[src/rtl/alu_bist_pkg.sv]
// Shared types, constants and the 32-bit reference model for the ALU self-test driver.
// The reference model and LFSR look-ahead are fixed at ALU_W bits; instantiate with WIDTH == ALU_W.
package alu_bist_pkg;

    localparam int ALU_W  = 32;
    localparam int FLAG_N = 3;
    localparam int FLAG_Z = 2;
    localparam int FLAG_C = 1;
    localparam int FLAG_V = 0;

    localparam logic [ALU_W-1:0] LFSR_TAPS = 32'h8020_0003;

    typedef enum logic [1:0] {
        ADD = 2'b00,
        SUB = 2'b01,
        AND = 2'b10,
        OR  = 2'b11
    } alu_op_e;

    typedef enum logic [1:0] {
        IDLE  = 2'd0,
        DRIVE = 2'd1,
        CHECK = 2'd2,
        DONE  = 2'd3
    } state_e;

    typedef struct packed {
        logic [ALU_W-1:0] result;
        logic [3:0]       flags;
    } alu_resp_t;

    // Galois step, shift right: feedback bit q[0] is folded back through the taps.
    function automatic logic [ALU_W-1:0] lfsr_step(input logic [ALU_W-1:0] q);
        return (q >> 1) ^ (q[0] ? LFSR_TAPS : '0);
    endfunction

    function automatic alu_resp_t alu_ref(input logic [ALU_W-1:0] a,
                                          input logic [ALU_W-1:0] b,
                                          input alu_op_e          op);
        alu_resp_t      rsp;
        logic [ALU_W:0] sum;
        rsp = '0;
        sum = '0;
        case (op)
            ADD: begin
                sum               = {1'b0, a} + {1'b0, b};
                rsp.result        = sum[ALU_W-1:0];
                rsp.flags[FLAG_C] = sum[ALU_W];
                rsp.flags[FLAG_V] = (a[ALU_W-1] == b[ALU_W-1]) && (sum[ALU_W-1] != a[ALU_W-1]);
            end
            SUB: begin
                sum               = {1'b0, a} + {1'b0, ~b} + (ALU_W+1)'(1);
                rsp.result        = sum[ALU_W-1:0];
                rsp.flags[FLAG_C] = sum[ALU_W];
                rsp.flags[FLAG_V] = (a[ALU_W-1] != b[ALU_W-1]) && (sum[ALU_W-1] != a[ALU_W-1]);
            end
            AND:     rsp.result = a & b;
            default: rsp.result = a | b;
        endcase
        rsp.flags[FLAG_N] = rsp.result[ALU_W-1];
        rsp.flags[FLAG_Z] = (rsp.result == '0);
        return rsp;
    endfunction

endpackage

[src/rtl/alu_bist_if.sv]
// Control/status and ALU operand/response bundle between the self-test driver and its environment.
interface alu_bist_if #(
    parameter int WIDTH = 32
);
    logic             start;
    logic             busy;
    logic             done;
    logic             pass;
    logic [15:0]      err_count;
    logic [15:0]      fail_index;
    logic [WIDTH-1:0] alu_a;
    logic [WIDTH-1:0] alu_b;
    logic [1:0]       alu_ctrl;
    logic [WIDTH-1:0] alu_result;
    logic [3:0]       alu_flags;

    modport master (
        input  start, alu_result, alu_flags,
        output busy, done, pass, err_count, fail_index, alu_a, alu_b, alu_ctrl
    );

    modport slave (
        output start, alu_result, alu_flags,
        input  busy, done, pass, err_count, fail_index, alu_a, alu_b, alu_ctrl
    );
endinterface

[src/rtl/bist_lfsr.sv]
// Right-shifting Galois LFSR with seed reload; holds its value unless stepped.
module bist_lfsr
    import alu_bist_pkg::*;
#(
    parameter int               WIDTH = ALU_W,
    parameter logic [WIDTH-1:0] TAPS  = WIDTH'(LFSR_TAPS),
    parameter logic [WIDTH-1:0] SEED  = WIDTH'(1)
) (
    input  logic             clk,
    input  logic             reset,
    input  logic             load,
    input  logic             step,
    output logic [WIDTH-1:0] q
);
    logic [WIDTH-1:0] r_q;
    logic [WIDTH-1:0] w_q_next;

    genvar gi;
    generate
        for (gi = 0; gi < WIDTH - 1; gi++) begin : g_tap
            assign w_q_next[gi] = r_q[gi+1] ^ (TAPS[gi] & r_q[0]);
        end
    endgenerate
    assign w_q_next[WIDTH-1] = TAPS[WIDTH-1] & r_q[0];

    always_ff @(posedge clk or negedge reset) begin
        if (!reset) begin
            r_q <= SEED;
        end else if (load) begin
            r_q <= SEED;
        end else if (step) begin
            r_q <= w_q_next;
        end
    end

    assign q = r_q;
endmodule

[src/rtl/alu_bist.sv]
// ALU self-test driver: applies corner and LFSR operand pairs with ADD/SUB/AND/OR,
// checks the combinational ALU response one cycle later and reports pass/fail status.
module alu_bist
    import alu_bist_pkg::*;
#(
    parameter int               WIDTH       = ALU_W,
    parameter int               NUM_VECTORS = 256,
    parameter logic [WIDTH-1:0] SEED_A      = 32'hACE1_2F3B,
    parameter logic [WIDTH-1:0] SEED_B      = 32'h1357_9BDF
) (
    input  logic       clk,
    input  logic       reset,
    alu_bist_if.master bus
);
    localparam logic [15:0]      LAST_IDX  = 16'(NUM_VECTORS - 1);
    localparam logic [WIDTH-1:0] CORNER_A0 = '1;
    localparam logic [WIDTH-1:0] CORNER_A1 = {1'b0, {(WIDTH-1){1'b1}}};
    localparam logic [WIDTH-1:0] CORNER_B  = WIDTH'(1);

    state_e           r_state;
    state_e           w_state_next;
    logic [15:0]      r_idx;
    logic [15:0]      w_idx_next;
    logic [15:0]      r_err_count;
    logic [15:0]      r_fail_index;
    logic             r_busy;
    logic             r_done;
    logic             r_pass;
    logic [WIDTH-1:0] r_alu_a;
    logic [WIDTH-1:0] r_alu_b;
    logic [1:0]       r_alu_ctrl;
    logic [WIDTH-1:0] w_lfsr_a;
    logic [WIDTH-1:0] w_lfsr_b;
    logic [WIDTH-1:0] w_opnd_a;
    logic [WIDTH-1:0] w_opnd_b;
    logic             w_accept;
    logic             w_last;
    logic             w_step;
    logic             w_enter_drive;
    logic             w_mismatch;
    alu_resp_t        w_ref;

    bist_lfsr #(.WIDTH(WIDTH), .TAPS(WIDTH'(LFSR_TAPS)), .SEED(SEED_A)) u_lfsr_a (
        .clk(clk), .reset(reset), .load(w_accept), .step(w_step), .q(w_lfsr_a)
    );

    bist_lfsr #(.WIDTH(WIDTH), .TAPS(WIDTH'(LFSR_TAPS)), .SEED(SEED_B)) u_lfsr_b (
        .clk(clk), .reset(reset), .load(w_accept), .step(w_step), .q(w_lfsr_b)
    );

    always_comb begin
        w_state_next = r_state;
        w_accept     = 1'b0;
        w_last       = 1'b0;
        w_step       = 1'b0;
        case (r_state)
            IDLE, DONE: begin
                if (bus.start) begin
                    w_accept     = 1'b1;
                    w_state_next = DRIVE;
                end
            end
            DRIVE: w_state_next = CHECK;
            CHECK: begin
                w_step = (r_idx[1:0] == 2'b11) && (r_idx >= 16'd8);
                if (r_idx == LAST_IDX) begin
                    w_last       = 1'b1;
                    w_state_next = DONE;
                end else begin
                    w_state_next = DRIVE;
                end
            end
            default: w_state_next = IDLE;
        endcase
    end

    assign w_enter_drive = (w_state_next == DRIVE);
    assign w_idx_next    = w_accept ? 16'd0 : r_idx + 16'd1;

    // The LFSRs advance on the same edge that loads the next operands, so look one step ahead.
    always_comb begin
        w_opnd_a = w_step ? lfsr_step(w_lfsr_a) : w_lfsr_a;
        w_opnd_b = w_step ? lfsr_step(w_lfsr_b) : w_lfsr_b;
        if (w_idx_next < 16'd4) begin
            w_opnd_a = CORNER_A0;
            w_opnd_b = CORNER_B;
        end else if (w_idx_next < 16'd8) begin
            w_opnd_a = CORNER_A1;
            w_opnd_b = CORNER_B;
        end
    end

    assign w_ref      = alu_ref(r_alu_a, r_alu_b, alu_op_e'(r_alu_ctrl));
    assign w_mismatch = (bus.alu_result != w_ref.result) || (bus.alu_flags != w_ref.flags);

    always_ff @(posedge clk or negedge reset) begin
        if (!reset) begin
            r_state <= IDLE;
            r_busy  <= 1'b0;
        end else begin
            r_state <= w_state_next;
            r_busy  <= (w_state_next == DRIVE) || (w_state_next == CHECK);
        end
    end

    always_ff @(posedge clk or negedge reset) begin
        if (!reset) begin
            r_idx        <= '0;
            r_err_count  <= '0;
            r_fail_index <= '0;
            r_done       <= 1'b0;
            r_pass       <= 1'b0;
            r_alu_a      <= '0;
            r_alu_b      <= '0;
            r_alu_ctrl   <= '0;
        end else begin
            if (w_accept) begin
                r_err_count  <= '0;
                r_fail_index <= '0;
                r_done       <= 1'b0;
                r_pass       <= 1'b0;
            end else if (r_state == CHECK) begin
                if (w_mismatch) begin
                    if (r_err_count != 16'hFFFF) begin
                        r_err_count <= r_err_count + 16'd1;
                    end
                    if (r_err_count == 16'd0) begin
                        r_fail_index <= r_idx;
                    end
                end
                if (w_last) begin
                    r_done <= 1'b1;
                    r_pass <= !w_mismatch && (r_err_count == 16'd0);
                end
            end
            if (w_enter_drive) begin
                r_idx      <= w_idx_next;
                r_alu_a    <= w_opnd_a;
                r_alu_b    <= w_opnd_b;
                r_alu_ctrl <= w_idx_next[1:0];
            end
        end
    end

    assign bus.busy       = r_busy;
    assign bus.done       = r_done;
    assign bus.pass       = r_pass;
    assign bus.err_count  = r_err_count;
    assign bus.fail_index = r_fail_index;
    assign bus.alu_a      = r_alu_a;
    assign bus.alu_b      = r_alu_b;
    assign bus.alu_ctrl   = r_alu_ctrl;
endmodule
[src/flat_wrapper.sv]
// flat-port wrapper written by rule: the top's interface ports become plain ports
module alu_bist_flat import alu_bist_pkg::*;
#(
    parameter int               WIDTH       = ALU_W,
    parameter int               NUM_VECTORS = 256,
    parameter logic [WIDTH-1:0] SEED_A      = 32'hACE1_2F3B,
    parameter logic [WIDTH-1:0] SEED_B      = 32'h1357_9BDF
)
  (clk, reset, bus_start, bus_alu_result, bus_alu_flags, bus_busy, bus_done, bus_pass, bus_err_count, bus_fail_index, bus_alu_a, bus_alu_b, bus_alu_ctrl);
  alu_bist_if #(.WIDTH(WIDTH)) bus_i ();
  input  logic clk;
  input  logic reset;
  input wire logic [$bits(bus_i.start)-1:0] bus_start;
  input wire logic [$bits(bus_i.alu_result)-1:0] bus_alu_result;
  input wire logic [$bits(bus_i.alu_flags)-1:0] bus_alu_flags;
  output wire logic [$bits(bus_i.busy)-1:0] bus_busy;
  output wire logic [$bits(bus_i.done)-1:0] bus_done;
  output wire logic [$bits(bus_i.pass)-1:0] bus_pass;
  output wire logic [$bits(bus_i.err_count)-1:0] bus_err_count;
  output wire logic [$bits(bus_i.fail_index)-1:0] bus_fail_index;
  output wire logic [$bits(bus_i.alu_a)-1:0] bus_alu_a;
  output wire logic [$bits(bus_i.alu_b)-1:0] bus_alu_b;
  output wire logic [$bits(bus_i.alu_ctrl)-1:0] bus_alu_ctrl;
  assign bus_i.start = bus_start;
  assign bus_i.alu_result = bus_alu_result;
  assign bus_i.alu_flags = bus_alu_flags;
  assign bus_busy = bus_i.busy;
  assign bus_done = bus_i.done;
  assign bus_pass = bus_i.pass;
  assign bus_err_count = bus_i.err_count;
  assign bus_fail_index = bus_i.fail_index;
  assign bus_alu_a = bus_i.alu_a;
  assign bus_alu_b = bus_i.alu_b;
  assign bus_alu_ctrl = bus_i.alu_ctrl;
  alu_bist #(.WIDTH(WIDTH), .NUM_VECTORS(NUM_VECTORS), .SEED_A(SEED_A), .SEED_B(SEED_B)) u_core (.clk(clk), .reset(reset), .bus(bus_i));
endmodule
[config.mk]
export PLATFORM = sky130hd
export DESIGN_NAME = alu_bist_flat
export DESIGN_NICKNAME = d
export VERILOG_FILES = /design/src/rtl/alu_bist_pkg.sv /design/src/rtl/alu_bist_if.sv /design/src/rtl/bist_lfsr.sv /design/src/rtl/alu_bist.sv /design/src/flat_wrapper.sv
export SDC_FILE = /design/constraint.sdc
export NUM_CORES = 1
export LEC_CHECK = 0
export CELL_PAD_IN_SITES_DETAIL_PLACEMENT = 0
export CELL_PAD_IN_SITES_GLOBAL_PLACEMENT = 2
export CORE_ASPECT_RATIO = 1.75
export CORE_MARGIN = 1.5
export CORE_UTILIZATION = 32
export CTS_CLUSTER_DIAMETER = 200
export CTS_CLUSTER_SIZE = 28
export DETAILED_ROUTE_END_ITERATION = 10
export PLACE_DENSITY = 0.86
export REMOVE_ABC_BUFFERS = 1
export SLEW_MARGIN = 25
export SYNTH_ARGS = -nofsm -noshare
export SYNTH_HDL_FRONTEND = slang
export SYNTH_SLANG_ARGS = --single-unit
[constraint.sdc]
create_clock -name clk -period 4 [get_ports clk]
set_input_delay 0.4 -clock clk [delete_from_list [all_inputs] [get_ports clk]]
set_output_delay 0.4 -clock clk [all_outputs]
set_load 0.1 [all_outputs]
==> results of run 1 <==
power by group:
group | switching, W | total, W | internal [W] | leakage, nW
combinational | 0.0000823 | 0.000135 | 0.0000530 | 6.96
sequential | 0.00000000000425 | 0.00183 | 0.00183 | 1.96
clock | 0.000875 | 0.00177 | 0.000898 | 0.283
Yosys cell counts (8+ instances only):
library cell,count
sky130_fd_sc_hd__a211oi_1,13
sky130_fd_sc_hd__a21o_1,10
sky130_fd_sc_hd__a21oi_1,111
sky130_fd_sc_hd__a221oi_1,9
sky130_fd_sc_hd__a22o_1,51
sky130_fd_sc_hd__a22oi_1,8
sky130_fd_sc_hd__a31oi_1,61
sky130_fd_sc_hd__and3_1,22
sky130_fd_sc_hd__buf_1,11
sky130_fd_sc_hd__clkbuf_1,88
sky130_fd_sc_hd__dfrtp_1,143
sky130_fd_sc_hd__dfstp_2,38
sky130_fd_sc_hd__ha_1,105
sky130_fd_sc_hd__inv_1,115
sky130_fd_sc_hd__mux2i_1,73
sky130_fd_sc_hd__nand2_1,177
sky130_fd_sc_hd__nand2b_1,13
sky130_fd_sc_hd__nand3_1,49
sky130_fd_sc_hd__nand4_1,20
sky130_fd_sc_hd__nor2_1,188
sky130_fd_sc_hd__nor2b_1,14
sky130_fd_sc_hd__nor3_1,25
sky130_fd_sc_hd__nor4_1,28
sky130_fd_sc_hd__o211ai_1,13
sky130_fd_sc_hd__o21ai_0,85
sky130_fd_sc_hd__o311ai_0,8
sky130_fd_sc_hd__o31ai_1,26
sky130_fd_sc_hd__or3_1,15
sky130_fd_sc_hd__xnor2_1,33
sky130_fd_sc_hd__xor2_1,17
worst max-delay path: cells and delay by family (launching register included):
family	cells	cell delay [ps]
flops	1	360
simple gates	4	950
fa+ha+maj	1	410
compound gates	9	2610
buf+inv	2	270
logic make-up (layout without fill, tap and decap cells):
logic type,Yosys count,after routing,share of synthesized area (%)
mux,79,79,5.54
xor+xnor,50,50,3.04
compound gates,506,506,24.4
flops,181,181,31.8
fa+ha+maj,107,107,9.40
simple gates,600,600,19.6
buf+inv,229,742,6.19
registers in the layout, summed over array words and instances (netlist names):
name                   cells
u_core.bus.alu_a          32
u_core.bus.alu_b          32
u_core.u_lfsr_a.q         32
u_core.u_lfsr_b.q         32
u_core.bus.err_count      16
u_core.bus.fail_index     16
u_core.r_idx              15
u_core.r_state             2
u_core.bus.alu_ctrl        1
u_core.bus.busy            1
u_core.bus.done            1
u_core.bus.pass            1
final timing paths:
kind | start | to
setup / recovery | u_core.bus.alu_b[19] | u_core.bus.err_count[7]
setup reg to reg | u_core.bus.alu_b[19] | u_core.bus.err_count[7]
max in group asynchronous | reset | u_core.u_lfsr_a.q[21]
min in group asynchronous | reset | u_core.r_idx[11]
hold / removal | u_core.bus.pass | u_core.bus.pass
hold reg to reg | u_core.bus.pass | u_core.bus.pass
per-stage QoR:
step / setup TNS (ps) / setup WS [ps] / instance area [sq um] / hold slack, ps
2_1_floorplan: -945650 / -7150 / 14000 / 104
3_3_place_gp: -36670 / -1220 / 19500 / 480
3_5_place_dp: -35830 / -1200 / 19500 / 469
4_1_cts: -23170 / -745 / 20500 / 492
5_1_grt: -27210 / -858 / 20800 / 530
6_report: -22890 / -721 / 20800 / 498
metal layers:
layer  track usage [%]  wire [microns]  share of wire [%]
met3              3.54            2600                4.0
met2              49.7           32900                 51
met1              29.2           23700                 37
met5                 0               0                  0
met4              20.2            5130                8.0
layout make-up:
type | instances | area, sq um
Fill cell | 4397 | 23500
Multi-Input combinational cell | 1342 | 9480
Timing Repair Buffer | 593 | 5010
Sequential cell | 181 | 4580
Tap cell | 572 | 716
Clock buffer | 19 | 443
Inverter | 118 | 443
Clock inverter | 12 | 136
repair_timing:
item                       4_1_cts  5_1_grt
hold buffers                     1        0
pin swaps                       22       32
resized for setup               47       70
gates cloned                     0        1
hold endpoints to repair         8        0
setup endpoints to repair       33       34
setup buffers                   11        6
==> results.yml, run 1 <==
sta:
  final_min_period_over_clock_period_pct: 118
  skew_ps: 13.2
  setup_viol: 33
  final_hold_viol_count: 0
  rsz0062_at_grt: "yes"
  period_needed_ps: 4720
  timing_worst_slew_pin_value_ps: 1010
  fmaxAchievable_ghz: 0.212
  postLayoutSetupSlackWorst_ps: -721
  max-slew-margin-rel_pct: 32.6
  timing.final.max_slew_violations: 0
global_route:
  grt_max_degree: 91
  grt_antenna_before_repair: 0
  grt_overflow: 0
  grt.total_usage_pct: 27.7
  grt_first_pass_wirelength_microns: 96200
  grt_pass1_vias: 16300
synthesis:
  postSynthRegisterBits: 181
  netlist.top_cell.by_area: "sky130_fd_sc_hd__dfrtp_1"
  synth.cell_area_sq_mm: 0.0144
  dominant_synthesized_flop_cell: "sky130_fd_sc_hd__dfrtp_1"
  synth_edf_count: 0
  ys_seq_area_share_pct: 31.8
  synth.top_cells.by_area: "sky130_fd_sc_hd__dfrtp_1 (25%), sky130_fd_sc_hd__ha_1 (9.1%), sky130_fd_sc_hd__dfstp_2 (6.9%)"
  netlist-cell-type-count: 92
  asyncSetResetFlopFracSynth_pct: 100
  synth-warning-count: 0
  post_synth_inst_count: 1752
  synth_area_per_cell_sq_um: 8.22
  synth_top_area_share_pct: 24.8
pwr:
  peakVddDrop_mv: 0.208
  power.density_mw_per_mm2: 180
  p_leak_nw: 9.20
  fin_total_pwr_w: 0.00374
detailed_routing:
  vias_per_cell: 5.52
  num_vias: 15700
  drc_errors: 0
  drt_pre_antenna_iters: 7
  postRouteAntennaNets: 0
  routed_wire_length_microns: 64300
  routed_wire_per_std_cell_microns: 22.7
  initialDrtViolationCount: 871
clocking:
  cts-root-buf: "sky130_fd_sc_hd__clkbuf_16"
  clk_pin_slew_worst_paths_ps: 80
  cts_sinks: 181
  cts_tree: "yes"
  cts_inserted_buffers: 17
  clk_latency_ps: 470
  htreeDepth: 4
  cts_max_path_buffers: 2
cells_and_area:
  layout_common_cells: "sky130_fd_sc_hd__buf_4 (433), sky130_fd_sc_hd__nor2_1 (185), sky130_fd_sc_hd__nand2_1 (176), sky130_fd_sc_hd__dfrtp_1 (143), sky130_fd_sc_hd__clkdlybuf4s50_1 (138)"
  drive_gt1_share_pct: 27.8
  area_growth_from_synthesis_to_layout_pct: 44.5
  stdcell_count: 2837
  antenna_cells: 0
  finalCoreUtilization_pct: 47.0
  most_frequent_standard_cell_in_the_layout_excluding_fill_and_tap_cells: "sky130_fd_sc_hd__buf_4"
  layout.nets: 2399
placed_design:
  finalWeightedCongestion: 0.976
  place.detailed.hpwl_microns: 50400
  place.detailed.instances: 2789
  buffer_ports.inserted: 139
die:
  floorplan.initialDensity_pct: 32.5
  die_area_sq_mm: 0.0463
  rows: 102
  dieWidth_microns: 163
  floorplan.core_area_sq_mm: 0.0443
  chipHeight_microns: 284
  floorplan.io_pins: 140
setup_path:
  ff2ff_path_depth: 16
  crit_path_max_fanout: 8
  r2r_slack_ps: -720
  endpoint_kind: "register"
  arrival_ps: 5070
  critical_path.cell_chain: "inv_1 > ha_1 > a21oi_1 > o21ai_1 > or2_2 > o31a_2 > a32oi_1 > and4_1 > a21bo_1 > o41ai_2 > nand3_2 > o31a_1 > o31a_1 > nor2_4 > clkbuf_16 > o21ai_0"
  cp.required_ps: 4350
  crit_top_cell: "sky130_fd_sc_hd__o31a_1"
  slowest_stage: "sky130_fd_sc_hd__o31a_1"
  worst_setup_path_start_kind: "register"
  timing.setup.critical_path_class: "register to register"
  critical-path-max-stage-delay_ps: 420
status:
  violations: "setup timing"
  outcome: "finished, violations left"
hold_path:
  worstHoldPathType: "register to register"
  min_delay_path_depth: 2
flow_run:
  max_cap_violations: 0
No activity file was read; power rests on OpenSTA's default activity.
==> inputs of run 2 (changes only) <==
--- a/config.mk
+++ b/config.mk
@@ -13,6 +13,7 @@
 export CTS_CLUSTER_DIAMETER = 200
 export CTS_CLUSTER_SIZE = 28
 export DETAILED_ROUTE_END_ITERATION = 10
+export HOLD_SLACK_MARGIN = 0.02
 export PLACE_DENSITY = 0.86
 export REMOVE_ABC_BUFFERS = 1
 export SLEW_MARGIN = 25
==> results of run 2 <==
The final DEF is identical to that of run 1; final timing and power are the same.
